[src/rtl/reg_file_rename.sv]
// reg_file_rename
//   Architectural register file with rename tags. At issue it records which
//   reorder-buffer entry will produce each destination register, and at commit
//   it retires values. Decoder operand reads resolve to a value (from state, from
//   the commit bypass, or from the reorder buffer) or to a producer tag.
//
// Ports
//   clk, rst                    clock; synchronous active-high reset
//   rdy                         global enable, low freezes all state
//   clear                       mispredict flush: drops all busy bits
//   issue_valid/rd/rob_id       rename a destination register to a ROB entry
//   commit_valid/rd/rob_id/value  retire a value from the ROB head
//   rs1, rs2                    decoder source register indices
//   get_rob_id1/2               tag of rs1/rs2 sent to the ROB for lookup
//   get_ready1/2, get_value1/2  ROB answer for the queried tag
//   val1/2, dep_valid1/2, dep1/2  resolved operands
module reg_file_rename #(
    parameter int ROB_SIZE_WIDTH = 4
) (
    input  logic                      clk,
    input  logic                      rst,
    input  logic                      rdy,
    input  logic                      clear,
    input  logic                      issue_valid,
    input  logic [4:0]                issue_rd,
    input  logic [ROB_SIZE_WIDTH-1:0] issue_rob_id,
    input  logic                      commit_valid,
    input  logic [4:0]                commit_rd,
    input  logic [ROB_SIZE_WIDTH-1:0] commit_rob_id,
    input  logic [31:0]               commit_value,
    input  logic [4:0]                rs1,
    input  logic [4:0]                rs2,
    output logic [ROB_SIZE_WIDTH-1:0] get_rob_id1,
    output logic [ROB_SIZE_WIDTH-1:0] get_rob_id2,
    input  logic                      get_ready1,
    input  logic                      get_ready2,
    input  logic [31:0]               get_value1,
    input  logic [31:0]               get_value2,
    output logic [31:0]               val1,
    output logic [31:0]               val2,
    output logic                      dep_valid1,
    output logic                      dep_valid2,
    output logic [ROB_SIZE_WIDTH-1:0] dep1,
    output logic [ROB_SIZE_WIDTH-1:0] dep2
);

    // Entry 0 is never written outside reset, so x0 stays 0 / not busy / tag 0
    // and synthesis trims it to constants.
    logic [31:0]               r_value [0:31];
    logic [ROB_SIZE_WIDTH-1:0] r_tag   [0:31];
    logic [31:0]               r_busy;

    logic w_commit_hit1;
    logic w_commit_hit2;

    always_ff @(posedge clk) begin
        if (rst) begin
            for (int i = 0; i < 32; i++) begin
                r_value[i] <= '0;
                r_tag[i]   <= '0;
            end
            r_busy <= '0;
        end else if (rdy) begin
            if (commit_valid && commit_rd != 5'd0) begin
                r_value[commit_rd] <= commit_value;
                // Only the current owner releases the register; an older
                // producer retiring must not unbusy a younger renaming.
                if (r_tag[commit_rd] == commit_rob_id)
                    r_busy[commit_rd] <= 1'b0;
            end
            // Issue is placed after commit so it wins busy on a same-register
            // collision; the commit value write above is unaffected.
            if (clear) begin
                r_busy <= '0;
            end else if (issue_valid && issue_rd != 5'd0) begin
                r_busy[issue_rd] <= 1'b1;
                r_tag[issue_rd]  <= issue_rob_id;
            end
        end
    end

    // Commit bypass: the ROB head currently retiring is the register's owner.
    assign w_commit_hit1 = commit_valid && (commit_rd == rs1) && (commit_rob_id == r_tag[rs1]);
    assign w_commit_hit2 = commit_valid && (commit_rd == rs2) && (commit_rob_id == r_tag[rs2]);

    assign get_rob_id1 = r_tag[rs1];
    assign get_rob_id2 = r_tag[rs2];

    always_comb begin
        val1       = '0;
        dep_valid1 = 1'b0;
        dep1       = '0;
        if (rs1 == 5'd0 || !r_busy[rs1]) begin
            val1 = r_value[rs1];
        end else if (w_commit_hit1) begin
            val1 = commit_value;
        end else if (get_ready1) begin
            val1 = get_value1;
        end else begin
            dep_valid1 = 1'b1;
            dep1       = r_tag[rs1];
        end
    end

    always_comb begin
        val2       = '0;
        dep_valid2 = 1'b0;
        dep2       = '0;
        if (rs2 == 5'd0 || !r_busy[rs2]) begin
            val2 = r_value[rs2];
        end else if (w_commit_hit2) begin
            val2 = commit_value;
        end else if (get_ready2) begin
            val2 = get_value2;
        end else begin
            dep_valid2 = 1'b1;
            dep2       = r_tag[rs2];
        end
    end

endmodule

[config.mk]
export PLATFORM = sky130hd
export DESIGN_NAME = reg_file_rename
export DESIGN_NICKNAME = d
export VERILOG_FILES = /design/src/rtl/reg_file_rename.sv
export SDC_FILE = /design/constraint.sdc
export NUM_CORES = 2
export LEC_CHECK = 0
export BUFFER_PORTS_ARGS = -buffer_cell sky130_fd_sc_hd__buf_2
export CORE_ASPECT_RATIO = 1.5
export CORE_MARGIN = 5
export CORE_UTILIZATION = 40
export DETAILED_ROUTE_END_ITERATION = 10
export RECOVER_POWER = 100
export SLEW_MARGIN = 20
export SYNTH_ARGS = -nofsm -noshare
export SYNTH_HDL_FRONTEND = slang
export SYNTH_SLANG_ARGS = --single-unit
[constraint.sdc]
create_clock -name clk -period 3.5 [get_ports clk]
set_clock_uncertainty 0.05 [all_clocks]
set_input_delay 0.35 -clock clk [delete_from_list [all_inputs] [get_ports clk]]
set_output_delay 0.35 -clock clk [all_outputs]
set_load 0.02 [all_outputs]
==> flow_summary_export.csv <==
group,metric,value,unit
status,outcome,"complete, but fails checks",
status,violations,"max-capacitance violations, max-slew violations, negative setup slack",
pwr,internal_power,26.08,mW
pwr,power.share.sequential,46.9,%
yosys,netlist_area,66830,µm²
detailed_routing,drt_iter0_drc,5063,
clock_tree,cts_tree,"built",
yosys,synth-edff-count,1152,
detailed_routing,wl_per_cell,35.23,µm
global_route,grt_remaining_overflow,0,
floorplanning,initial_core_util,40.26,%
min_path,min_path_type,"in -> reg",
critical_path,setup.worst_path.class,"reg -> out",
place,port_buffers,213,
floorplanning,rows,183,
pwr,swShare,26.48,%
clock_tree,cts_buffer_depth,3,
job,max_cap_violations,3,
yosys,yosysWarningCount,0,
pwr,pwr_density_cell,457.5,nW/µm²
yosys,ys_async_sr_fraction,0,%
detailed_routing,routed_wl,244.4,mm
sta,fmax,242.9,MHz
floorplanning,die_h,510.6,µm
critical_path,worstSetupEndpointType,"output port",
global_route,grt_pass1_vias,45180,
sta,rsz0062_at_grt,"true",
detailed_routing,wl_met3,20.87,mm
place,dp_hpwl,149.7,mm
detailed_routing,drcViolationCount,0,
detailed_routing,dr.pass1.iters,5,
sta,holdWs,0.1445,ns
sta,setup_ws,-0.6168,ns
finish,finalInstanceArea,77520,µm²
yosys,synth.avg_cell_area,15.28,µm²
pwr,total_power,35.47,mW
critical_path,start_kind,"flip-flop",
floorplanning,io-pin-count,214,
floorplanning,die-width,343.7,µm
detailed_routing,top_layer_used,"met5",
detailed_routing,vias,43460,
detailed_routing,vias_per_cell,6.264,
yosys,ys_types,68,
yosys,ys.flop_type,"edfxtp_1",
place,gp_congestion,0.9190,
pwr,pwr-share-clk,36.6,%
global_route,track_usage,27.30,%
critical_path,cp_max_fo,20,
yosys,yosysSeqAreaShare,52.69,%
sta,worstMarginPinSlew,3.147,ns
critical_path,arrival,3.72,ns
detailed_routing,drt-met1-wl,79.66,mm
clock_tree,cts_buffers,116,
global_route,grt_first_pass_wirelength,337.9,mm
floorplanning,dieArea,175500,µm²
finish,drive_above_1_share,35.31,%
critical_path,cp.required,3.10,ns
yosys,synth_area_leaders,"edfxtp_1, mux4_2, and2_1",
global_route,antenna_found_initial,26,
yosys,synth_area_leader_cell,"edfxtp_1",
finish,final_core_util,46.70,%
pwr,ir_drop,405.7,µV
sta,period_minus_slack,4.117,ns
clock_tree,h-tree-depth,3,
place,place_area,72450,µm²
sta,hold_viol,0,
clock_tree,insertion_delay,0.77,ns
clock_tree,cts.clk_slew.worst_paths,0.07,ns
yosys,synth_seq_cells,1183,
sta,final.period_utilization,117.6,%
sta,slew_headroom,-109.8,%
sta,setup_violations,237,
clock_tree,cts.sinks,1183,
finish,layout_commonest_cell,"edfxtp_1",
detailed_routing,met2_wirelength,124.6,mm
global_route,grt_start_max_net_pins,104,
finish,nNetsFinal,4744,
yosys,synth_top_area_share,51.76,%
yosys,post_synth_inst_count,4374,
floorplanning,core,166000,µm²
detailed_routing,ant_nets,0,
pwr,pwr-share-comb,16.4,%
sta,report.final.slew_viol_count,157,
clock_tree,cts_root_buffer,"clkbuf_16",
finish,area_growth,15.99,%
pwr,power.switching,9.392,mW
finish,layout_common_cells,"edfxtp_1, and2_1, mux4_2",
pwr,total_leakage_power,26.41,nW
## what timing repair did
action / 4_1_cts / 5_1_grt
setup buffers: 14 / 10
cloned: 8 / 4
setup endpoints to repair: 74 / 74
pin swaps: 20 / 19
hold buffers: 0 / 0
gates resized for setup: 142 / 113
## final timing paths
path	start	end	slack (ns)	cells past startpoint
worst min register to register	r_busy[8]	r_busy[8]	0.48	2
worst max register to register	r_tag[2][1]	r_busy[22]	0.76	8
worst max-delay path	r_tag[31][2]	val1[22]	-0.62	9
worst min-delay path	issue_rd[2]	r_busy[6]	0.14	5
## area by class of cell
type / instances / area (µm²)
fill: 14290 / 88490
sequential: 1183 / 35210
timing repair buffer: 558 / 5160
clock buffer: 143 / 3035
multi-input combinational: 2746 / 30460
inverter: 7 / 26.28
clock inverter: 75 / 823.3
antenna: 7 / 17.52
tap: 2220 / 2778
## cell families (layout without fill, tap and decap cells)
family | count (synthesis) | in the layout | synth area share [%]
XOR/XNOR | 16 | 16 | 0.2097
multiplexers | 834 | 834 | 26.67
other | 1 | 43 | 0.005611
buffers and inverters | 480 | 783 | 3.273
flip-flops | 1183 | 1183 | 52.69
AND/OR/NAND/NOR | 1525 | 1525 | 13.53
AO/OA/AOI/OAI | 335 | 335 | 3.623
## Yosys cell counts (4+ instances only)
library cell   number
mux4_1              8
inv_1               6
o21ai_1            16
and2_1           1121
xnor2_1             6
o211a_1             4
dlygate4sd1_1       4
o311ai_1           30
a211oi_1            6
a41oi_1            32
a21o_1             33
nand2b_1           11
nor2b_1            13
dfxtp_1            31
nand3_1            44
o211ai_1            5
xor2_1             10
edfxtp_1         1152
nor3b_1             7
buf_2             110
clkbuf_1          307
or2_2              63
buf_1              13
a22oi_1            32
nor2_1             77
a211oi_2           30
and3_1              5
nor3_1             72
nand2_1            88
buf_6              13
buf_4              23
nand3b_1            6
a21oi_1            98
o21ai_0            25
o22ai_1             6
mux4_2            743
mux2i_1            59
nor4_1              4
mux2_2             20
## through the flow
step           worst slack, ns  TNS [ns]  cells
2_1_floorplan          0.07518         0   4409
3_3_place_gp           -0.1117    -2.305   6682
3_5_place_dp           -0.1542    -4.608   6682
4_1_cts                -0.6333    -37.85   6919
5_1_grt                -0.7217   -186.93   6937
6_report               -0.6168    -65.63   6939
## sequential cells by signal, indices dropped and copies added, names as in the netlist
| register | flops |
|---|---|
| r_value | 1024 |
| r_tag | 128 |
| r_busy | 31 |
## per-layer routing
| layer | global-route usage, % | up-vias |
|---|---|---|
| li1 | - | 17540 |
| met1 | 31.04 | 22740 |
| met2 | 47.36 | 2444 |
| met3 | 4.785 | 730 |
| met4 | 17.33 | 8 |
| met5 | 0.2778 | - |
## worst max-delay path, stage by stage (launching register included)
cell and delay (ns):
edfxtp_1 0.41, mux4_2 0.48, mux4_2 0.55, mux2i_1 0.16, nor3_2 0.20, and3_4 0.31
buf_12 0.21, a41oi_1 0.15, a22oi_1 0.26, buf_4 0.18
## power by group through the flow
stage	registers [mW]	logic [mW]	clock network, mW
2_1_floorplan	16.8	3.20	0
3_3_place_gp	16.9	5.31	0
3_5_place_dp	16.9	5.34	0
4_1_cts	16.6	5.59	13.1
5_1_grt	16.7	6.00	13.7
6_report	16.6	5.83	13.0
Power figures use the tool's default switching activity.
